==> src/rtl/prog_mem_pkg.sv <==
// Shared types and default widths for the program memory, fetch stage and loader.
package prog_mem_pkg;

  localparam int unsigned PM_DATA_W = 26;
  localparam int unsigned PM_ADDR_W = 4;

  typedef enum logic [0:0] {
    PM_INIT,
    PM_RUN
  } pm_state_e;

endpackage

==> src/rtl/prog_mem_if.sv <==
// Read/write port bundle between the program memory and its fetch/loader clients.
interface prog_mem_if
  import prog_mem_pkg::*;
#(
  parameter int unsigned DATA_W = PM_DATA_W,
  parameter int unsigned ADDR_W = PM_ADDR_W
) ();

  logic              rd_en;
  logic [ADDR_W-1:0] rd_addr;
  logic [DATA_W-1:0] rd_data;
  logic              rd_valid;
  logic              wr_en;
  logic [ADDR_W-1:0] wr_addr;
  logic [DATA_W-1:0] wr_data;
  logic              wr_ack;
  logic              addr_err;
  logic              busy;

  modport master (
    output rd_en, rd_addr, wr_en, wr_addr, wr_data,
    input  rd_data, rd_valid, wr_ack, addr_err, busy
  );

  modport slave (
    input  rd_en, rd_addr, wr_en, wr_addr, wr_data,
    output rd_data, rd_valid, wr_ack, addr_err, busy
  );

endinterface

==> src/rtl/prog_mem_clear.sv <==
// Post-reset clear sequencer: walks every address once, emitting a zero-write each cycle.
module prog_mem_clear
  import prog_mem_pkg::*;
#(
  parameter int unsigned ADDR_W         = PM_ADDR_W,
  parameter int unsigned DEPTH          = 16,
  parameter int unsigned CLEAR_ON_RESET = 1
) (
  input  logic              clk,
  input  logic              reset,
  output logic              busy,
  output logic              clr_we,
  output logic [ADDR_W-1:0] clr_addr
);

  // One extra counter bit so DEPTH == 2**ADDR_W terminates without aliasing.
  localparam logic [ADDR_W:0] LastCnt = (ADDR_W + 1)'(DEPTH - 1);

  pm_state_e       state_q, state_d;
  logic [ADDR_W:0] cnt_q, cnt_d;

  always_ff @(posedge clk) begin
    if (reset) begin
      state_q <= (CLEAR_ON_RESET != 0) ? PM_INIT : PM_RUN;
      cnt_q   <= '0;
    end else begin
      state_q <= state_d;
      cnt_q   <= cnt_d;
    end
  end

  always_comb begin
    state_d = state_q;
    cnt_d   = cnt_q;
    busy    = 1'b0;
    clr_we  = 1'b0;
    unique case (state_q)
      PM_INIT: begin
        busy   = 1'b1;
        clr_we = 1'b1;
        cnt_d  = cnt_q + 1'b1;
        if (cnt_q == LastCnt) state_d = PM_RUN;
      end
      PM_RUN: ;
      default: state_d = PM_RUN;
    endcase
  end

  assign clr_addr = cnt_q[ADDR_W-1:0];

endmodule

==> src/rtl/prog_mem.sv <==
// Program memory: registered read with valid strobe, acked write, optional
// read-during-write bypass and a zeroing pass after reset.
module prog_mem
  import prog_mem_pkg::*;
#(
  parameter int unsigned DATA_W         = PM_DATA_W,
  parameter int unsigned ADDR_W         = PM_ADDR_W,
  parameter int unsigned DEPTH          = 16,
  parameter int unsigned CLEAR_ON_RESET = 1,
  parameter int unsigned BYPASS         = 1
) (
  input logic      clk,
  input logic      reset,
  prog_mem_if.slave bus
);

  localparam logic [ADDR_W:0] DepthW = (ADDR_W + 1)'(DEPTH);

  logic [DATA_W-1:0] mem [DEPTH];

  logic              busy;
  logic              clr_we;
  logic [ADDR_W-1:0] clr_addr;

  prog_mem_clear #(
    .ADDR_W        (ADDR_W),
    .DEPTH         (DEPTH),
    .CLEAR_ON_RESET(CLEAR_ON_RESET)
  ) u_clear (
    .clk     (clk),
    .reset   (reset),
    .busy    (busy),
    .clr_we  (clr_we),
    .clr_addr(clr_addr)
  );

  logic              rd_oor, wr_oor, rd_req, wr_ok, err_d;
  logic              mem_we;
  logic [ADDR_W-1:0] mem_waddr;
  logic [DATA_W-1:0] mem_wdata;
  logic [DATA_W-1:0] rd_data_q, rd_data_d;
  logic              rd_valid_q, wr_ack_q, addr_err_q;

  always_comb begin
    rd_oor = {1'b0, bus.rd_addr} >= DepthW;
    wr_oor = {1'b0, bus.wr_addr} >= DepthW;
    rd_req = !busy && bus.rd_en;
    wr_ok  = !busy && bus.wr_en && !wr_oor;
    err_d  = !busy && ((bus.rd_en && rd_oor) || (bus.wr_en && wr_oor));

    // Clear pass owns the write port while busy; nothing commits on a reset cycle.
    mem_we    = !reset && (clr_we || wr_ok);
    mem_waddr = clr_we ? clr_addr : bus.wr_addr;
    mem_wdata = clr_we ? '0 : bus.wr_data;

    rd_data_d = rd_data_q;
    if (rd_req) begin
      if (rd_oor) begin
        rd_data_d = '0;
      end else if ((BYPASS != 0) && wr_ok && (bus.wr_addr == bus.rd_addr)) begin
        rd_data_d = bus.wr_data;
      end else begin
        rd_data_d = mem[bus.rd_addr];
      end
    end
  end

  always_ff @(posedge clk) begin
    if (mem_we) mem[mem_waddr] <= mem_wdata;
  end

  always_ff @(posedge clk) begin
    if (reset) begin
      rd_data_q  <= '0;
      rd_valid_q <= 1'b0;
      wr_ack_q   <= 1'b0;
      addr_err_q <= 1'b0;
    end else begin
      rd_data_q  <= rd_data_d;
      rd_valid_q <= rd_req;
      wr_ack_q   <= wr_ok;
      addr_err_q <= err_d;
    end
  end

  assign bus.rd_data  = rd_data_q;
  assign bus.rd_valid = rd_valid_q;
  assign bus.wr_ack   = wr_ack_q;
  assign bus.addr_err = addr_err_q;
  assign bus.busy     = busy;

endmodule

==> src/flat_wrapper.sv <==
// flat-port wrapper written by rule: the top's interface ports become plain ports
module prog_mem_flat import prog_mem_pkg::*;
#(
  parameter int unsigned DATA_W         = PM_DATA_W,
  parameter int unsigned ADDR_W         = PM_ADDR_W,
  parameter int unsigned DEPTH          = 16,
  parameter int unsigned CLEAR_ON_RESET = 1,
  parameter int unsigned BYPASS         = 1
)
  (clk, reset, bus_rd_en, bus_rd_addr, bus_wr_en, bus_wr_addr, bus_wr_data, bus_rd_data, bus_rd_valid, bus_wr_ack, bus_addr_err, bus_busy);
  prog_mem_if #(.DATA_W(DATA_W), .ADDR_W(ADDR_W)) bus_i ();
  input logic clk;
  input logic reset;
  input wire logic [$bits(bus_i.rd_en)-1:0] bus_rd_en;
  input wire logic [$bits(bus_i.rd_addr)-1:0] bus_rd_addr;
  input wire logic [$bits(bus_i.wr_en)-1:0] bus_wr_en;
  input wire logic [$bits(bus_i.wr_addr)-1:0] bus_wr_addr;
  input wire logic [$bits(bus_i.wr_data)-1:0] bus_wr_data;
  output wire logic [$bits(bus_i.rd_data)-1:0] bus_rd_data;
  output wire logic [$bits(bus_i.rd_valid)-1:0] bus_rd_valid;
  output wire logic [$bits(bus_i.wr_ack)-1:0] bus_wr_ack;
  output wire logic [$bits(bus_i.addr_err)-1:0] bus_addr_err;
  output wire logic [$bits(bus_i.busy)-1:0] bus_busy;
  assign bus_i.rd_en = bus_rd_en;
  assign bus_i.rd_addr = bus_rd_addr;
  assign bus_i.wr_en = bus_wr_en;
  assign bus_i.wr_addr = bus_wr_addr;
  assign bus_i.wr_data = bus_wr_data;
  assign bus_rd_data = bus_i.rd_data;
  assign bus_rd_valid = bus_i.rd_valid;
  assign bus_wr_ack = bus_i.wr_ack;
  assign bus_addr_err = bus_i.addr_err;
  assign bus_busy = bus_i.busy;
  prog_mem #(.DATA_W(DATA_W), .ADDR_W(ADDR_W), .DEPTH(DEPTH), .CLEAR_ON_RESET(CLEAR_ON_RESET), .BYPASS(BYPASS)) u_core (.clk(clk), .reset(reset), .bus(bus_i));
endmodule
==> config.mk <==
export PLATFORM = sky130hd
export DESIGN_NAME = prog_mem_flat
export DESIGN_NICKNAME = d
export VERILOG_FILES = /design/src/rtl/prog_mem_pkg.sv /design/src/rtl/prog_mem_if.sv /design/src/rtl/prog_mem_clear.sv /design/src/rtl/prog_mem.sv /design/src/flat_wrapper.sv
export SDC_FILE = /design/constraint.sdc
export NUM_CORES = 1
export LEC_CHECK = 0
export CAP_MARGIN = 20
export CORE_ASPECT_RATIO = 1.5
export CORE_UTILIZATION = 65
export DETAILED_ROUTE_END_ITERATION = 16
export GPL_TIMING_DRIVEN = 0
export PLACE_DENSITY = 0.84
export REMOVE_ABC_BUFFERS = 1
export SLEW_MARGIN = 20
export SYNTH_ARGS = -nofsm -noshare
export SYNTH_HDL_FRONTEND = slang
export SYNTH_SLANG_ARGS = --single-unit
==> constraint.sdc <==
create_clock -name clk -period 7 [get_ports clk]
set_input_delay 1.4 -clock clk [delete_from_list [all_inputs] [get_ports clk]]
set_output_delay 1.4 -clock clk [all_outputs]
set_load 0.005 [all_outputs]
==> flow_metrics.env <==
export IMPL_track_usage_pct=31.81
export IMPL_die_area_sq_um=27350
export IMPL_muxShareOfSynthArea_pct=13.74
export IMPL_synthFlopType="edfxtp_1"
export IMPL_die_x_um=135.4
export IMPL_route_detailed_drc=0
export IMPL_setup_viol=0
export IMPL_critPathKind="reg2out"
export IMPL_ir_drop_v=0.0002247
export IMPL_required_ps=5600
export IMPL_synthAdderAreaFrac_pct=0.1443
export IMPL_num_vias=9170
export IMPL_wl_um=41620
export IMPL_cellPowerDensity_nw_per_um2=263.9
export IMPL_die_h_um=202.0
export IMPL_port_buffers=66
export IMPL_fmax_ghz=0.2780
export IMPL_ys_ff_latch=450
export IMPL_layout_common_cells="edfxtp_1 (416), mux4_2 (104), clkdlybuf4s50_1 (64)"
export IMPL_numCtsBuffers=40
export IMPL_grt_pass1_wl_um=60710
export IMPL_yosysWarnings=0
export IMPL_fin_nets=963
export IMPL_synth_simple_area_share_pct=3.825
export IMPL_synth_xor_area_share_pct=0.4041
export IMPL_drv_cap=0
export IMPL_cts_htree_levels=2
export IMPL_ys_seq_area_share_pct=75.97
export IMPL_clockBufferDepth=3
export IMPL_grt_max_degree=63
export IMPL_worst_pin_slew_ps=1143
export IMPL_start_kind="register"
export IMPL_period_needed_ps=3597
export IMPL_grt_overflow_total=0
export IMPL_grt_pass1_vias=9557
export IMPL_arrival_ps=2200
export IMPL_slew_limit_headroom_pct=23.44
export IMPL_path_cells="buf_12 -> inv_1 -> clkdlybuf4s50_1"
export IMPL_slowest_delay_ps=720
export IMPL_hold_class="reg2reg"
export IMPL_regToRegSetupSlack_ps=3640
export IMPL_clk_latency_ps=560
export IMPL_drt_wirelength_per_cell_um=32.39
export IMPL_antenna_found_initial=0
export IMPL_p_leak_nw=6.798
export IMPL_hold_viol=0
export IMPL_place_congestion=0.7403
export IMPL_avgSynthCellArea_sq_um=20.67
export IMPL_io_pins=68
export IMPL_place_detailed_hpwl_um=22430
export IMPL_drtAntennaViolNets=0
export IMPL_clock_skew_ps=20.57
export IMPL_cts_tree="yes"
export IMPL_viasPerCell=7.136
export IMPL_p_total_mw=5.324
export IMPL_post_cts_resized=0
export IMPL_syn_cell_area_sq_um=17340
export IMPL_crit_path_end_kind="output port"
export IMPL_syn_inst=839
export IMPL_mostFrequentLayoutCell="edfxtp_1"
export IMPL_drt_first_pass_iters=5
export IMPL_cts_sinks=450
export IMPL_tns_ps=0
export IMPL_synth_cell_types=35
export IMPL_post_route_cells_drive_above_1_share_pct=22.27
export IMPL_path_clk_slew_ps=60
export IMPL_synth_compound_area_share_pct=4.084
export IMPL_synthArstFlopShare_pct=0
export IMPL_coreArea_sq_um=26040
export IMPL_synth_top_family_by_area="multiplexers"
export IMPL_cp_slowest_cell="dfxtp_2"
export IMPL_synth_edf_count=416
export IMPL_num_rows=72
export IMPL_postCtsSetupBuffers=0
export IMPL_rsz0062_at_grt="false"
export IMPL_outcome="finished clean"
export IMPL_fillers=1257
export IMPL_cts_root_buf="clkbuf_16"
export IMPL_dr_first_iter_drc_count=1183
export IMPL_start_util_pct=66.60
export IMPL_cts_hold_buf=0
export IMPL_synthToLayoutAreaGrowth_pct=16.34
export IMPL_path_max_fanout=31
export IMPL_maxSlewViolCount=0
export IMPL_antennaDiodeCount=0
export IMPL_period_share_pct=51.38
[sequential cells by signal (all words and copies together) (netlist names)]
signal                  cells
u_core.mem                416
u_core.bus.rd_data         26
u_core.u_clear.cnt_q        5
u_core.bus.rd_valid         1
u_core.bus.wr_ack           1
u_core.u_clear.state_q      1
[final cells by class]
cell class / instances / area [sq um] / share of cell area (%)
Clock inverter: 18 / 150.1 / 0.7443
Clock buffer: 53 / 1081 / 5.359
Multi-Input combinational cell: 334 / 4008 / 19.87
Timing Repair Buffer: 93 / 1328 / 6.581
Inverter: 4 / 15.01 / 0.07443
Tap cell: 333 / 416.7 / 2.066
Sequential cell: 450 / 13170 / 65.31
[routing by layer]
metal  global-route usage [%]  share of wire, %
met5                        0                 0
met4                    15.73               4.8
met3                    5.493               9.4
met2                    52.55                52
met1                    41.05                34
[worst max-delay path, delay by kind of cell, from the launching register on]
family / cells / cell delay [ps]
buffers and inverters: 3 / 910
flip-flops: 1 / 720
[synth_stat cells (3+ instances only)]
library cell	n	area, sq um
edfxtp_1	416	12490
mux4_2	104	2342
and2_1	53	331.6
a22oi_1	52	390.4
dfxtp_1	34	680.7
nand2_1	33	123.9
nor2_1	29	108.9
a221o_1	26	260.3
clkbuf_1	25	93.84
buf_2	11	55.05
buf_6	9	101.4
xor2_1	6	52.55
inv_1	4	15.01
mux2i_1	4	40.04
nor2b_1	4	25.02
a21oi_1	3	15.01
buf_1	3	11.26
[logic make-up (layout without fill, tap and decap cells)]
kind of cell,count (synthesis),count (layout)
other,1,1
DFF,450,450
xor gates and xnor gates,8,8
muxes,108,108
buffers and inverters,55,168
and+or+nand+nor,128,128
AOI/OAI and AO/OA,87,87
adders and majority gates,2,2
[power breakdown]
| part | internal (mW) | switching (mW) | leakage [nW] | total [mW] |
|---|---|---|---|---|
| sequential | 2.93 | 0.0115 | 4.34 | 2.94 |
| combinational | 0.118 | 0.142 | 1.86 | 0.260 |
| clock | 1.17 | 0.958 | 0.600 | 2.12 |
| total | 4.21 | 1.11 | 6.80 | 5.32 |
[through the flow]
stage          instances  cell area (sq um)  utilization, %  setup slack [ps]  hold slack, ps
2_1_floorplan        788              17040               -              3540           454.4
3_3_place_gp        1187              18120           69.59             -2550           467.6
3_5_place_dp        1214              18940           72.75              3024           500.4
4_1_cts             1285              20170           77.48              3431           502.0
5_1_grt             1285              20170           77.48              3385           529.8
6_report            1285              20170           77.48              3403           501.6
[path summary, 6_finish.rpt]
check                          startpoint                 endpoint  cells after the start
setup / recovery   u_core.u_clear.state_q                 bus_busy                      3
hold / removal    u_core.u_clear.cnt_q[4]  u_core.u_clear.cnt_q[4]                      2
setup reg to reg   u_core.u_clear.state_q       u_core.mem[11][14]                      6
hold reg to reg   u_core.u_clear.cnt_q[4]  u_core.u_clear.cnt_q[4]                      2
(Power assumes the default switching activity.)
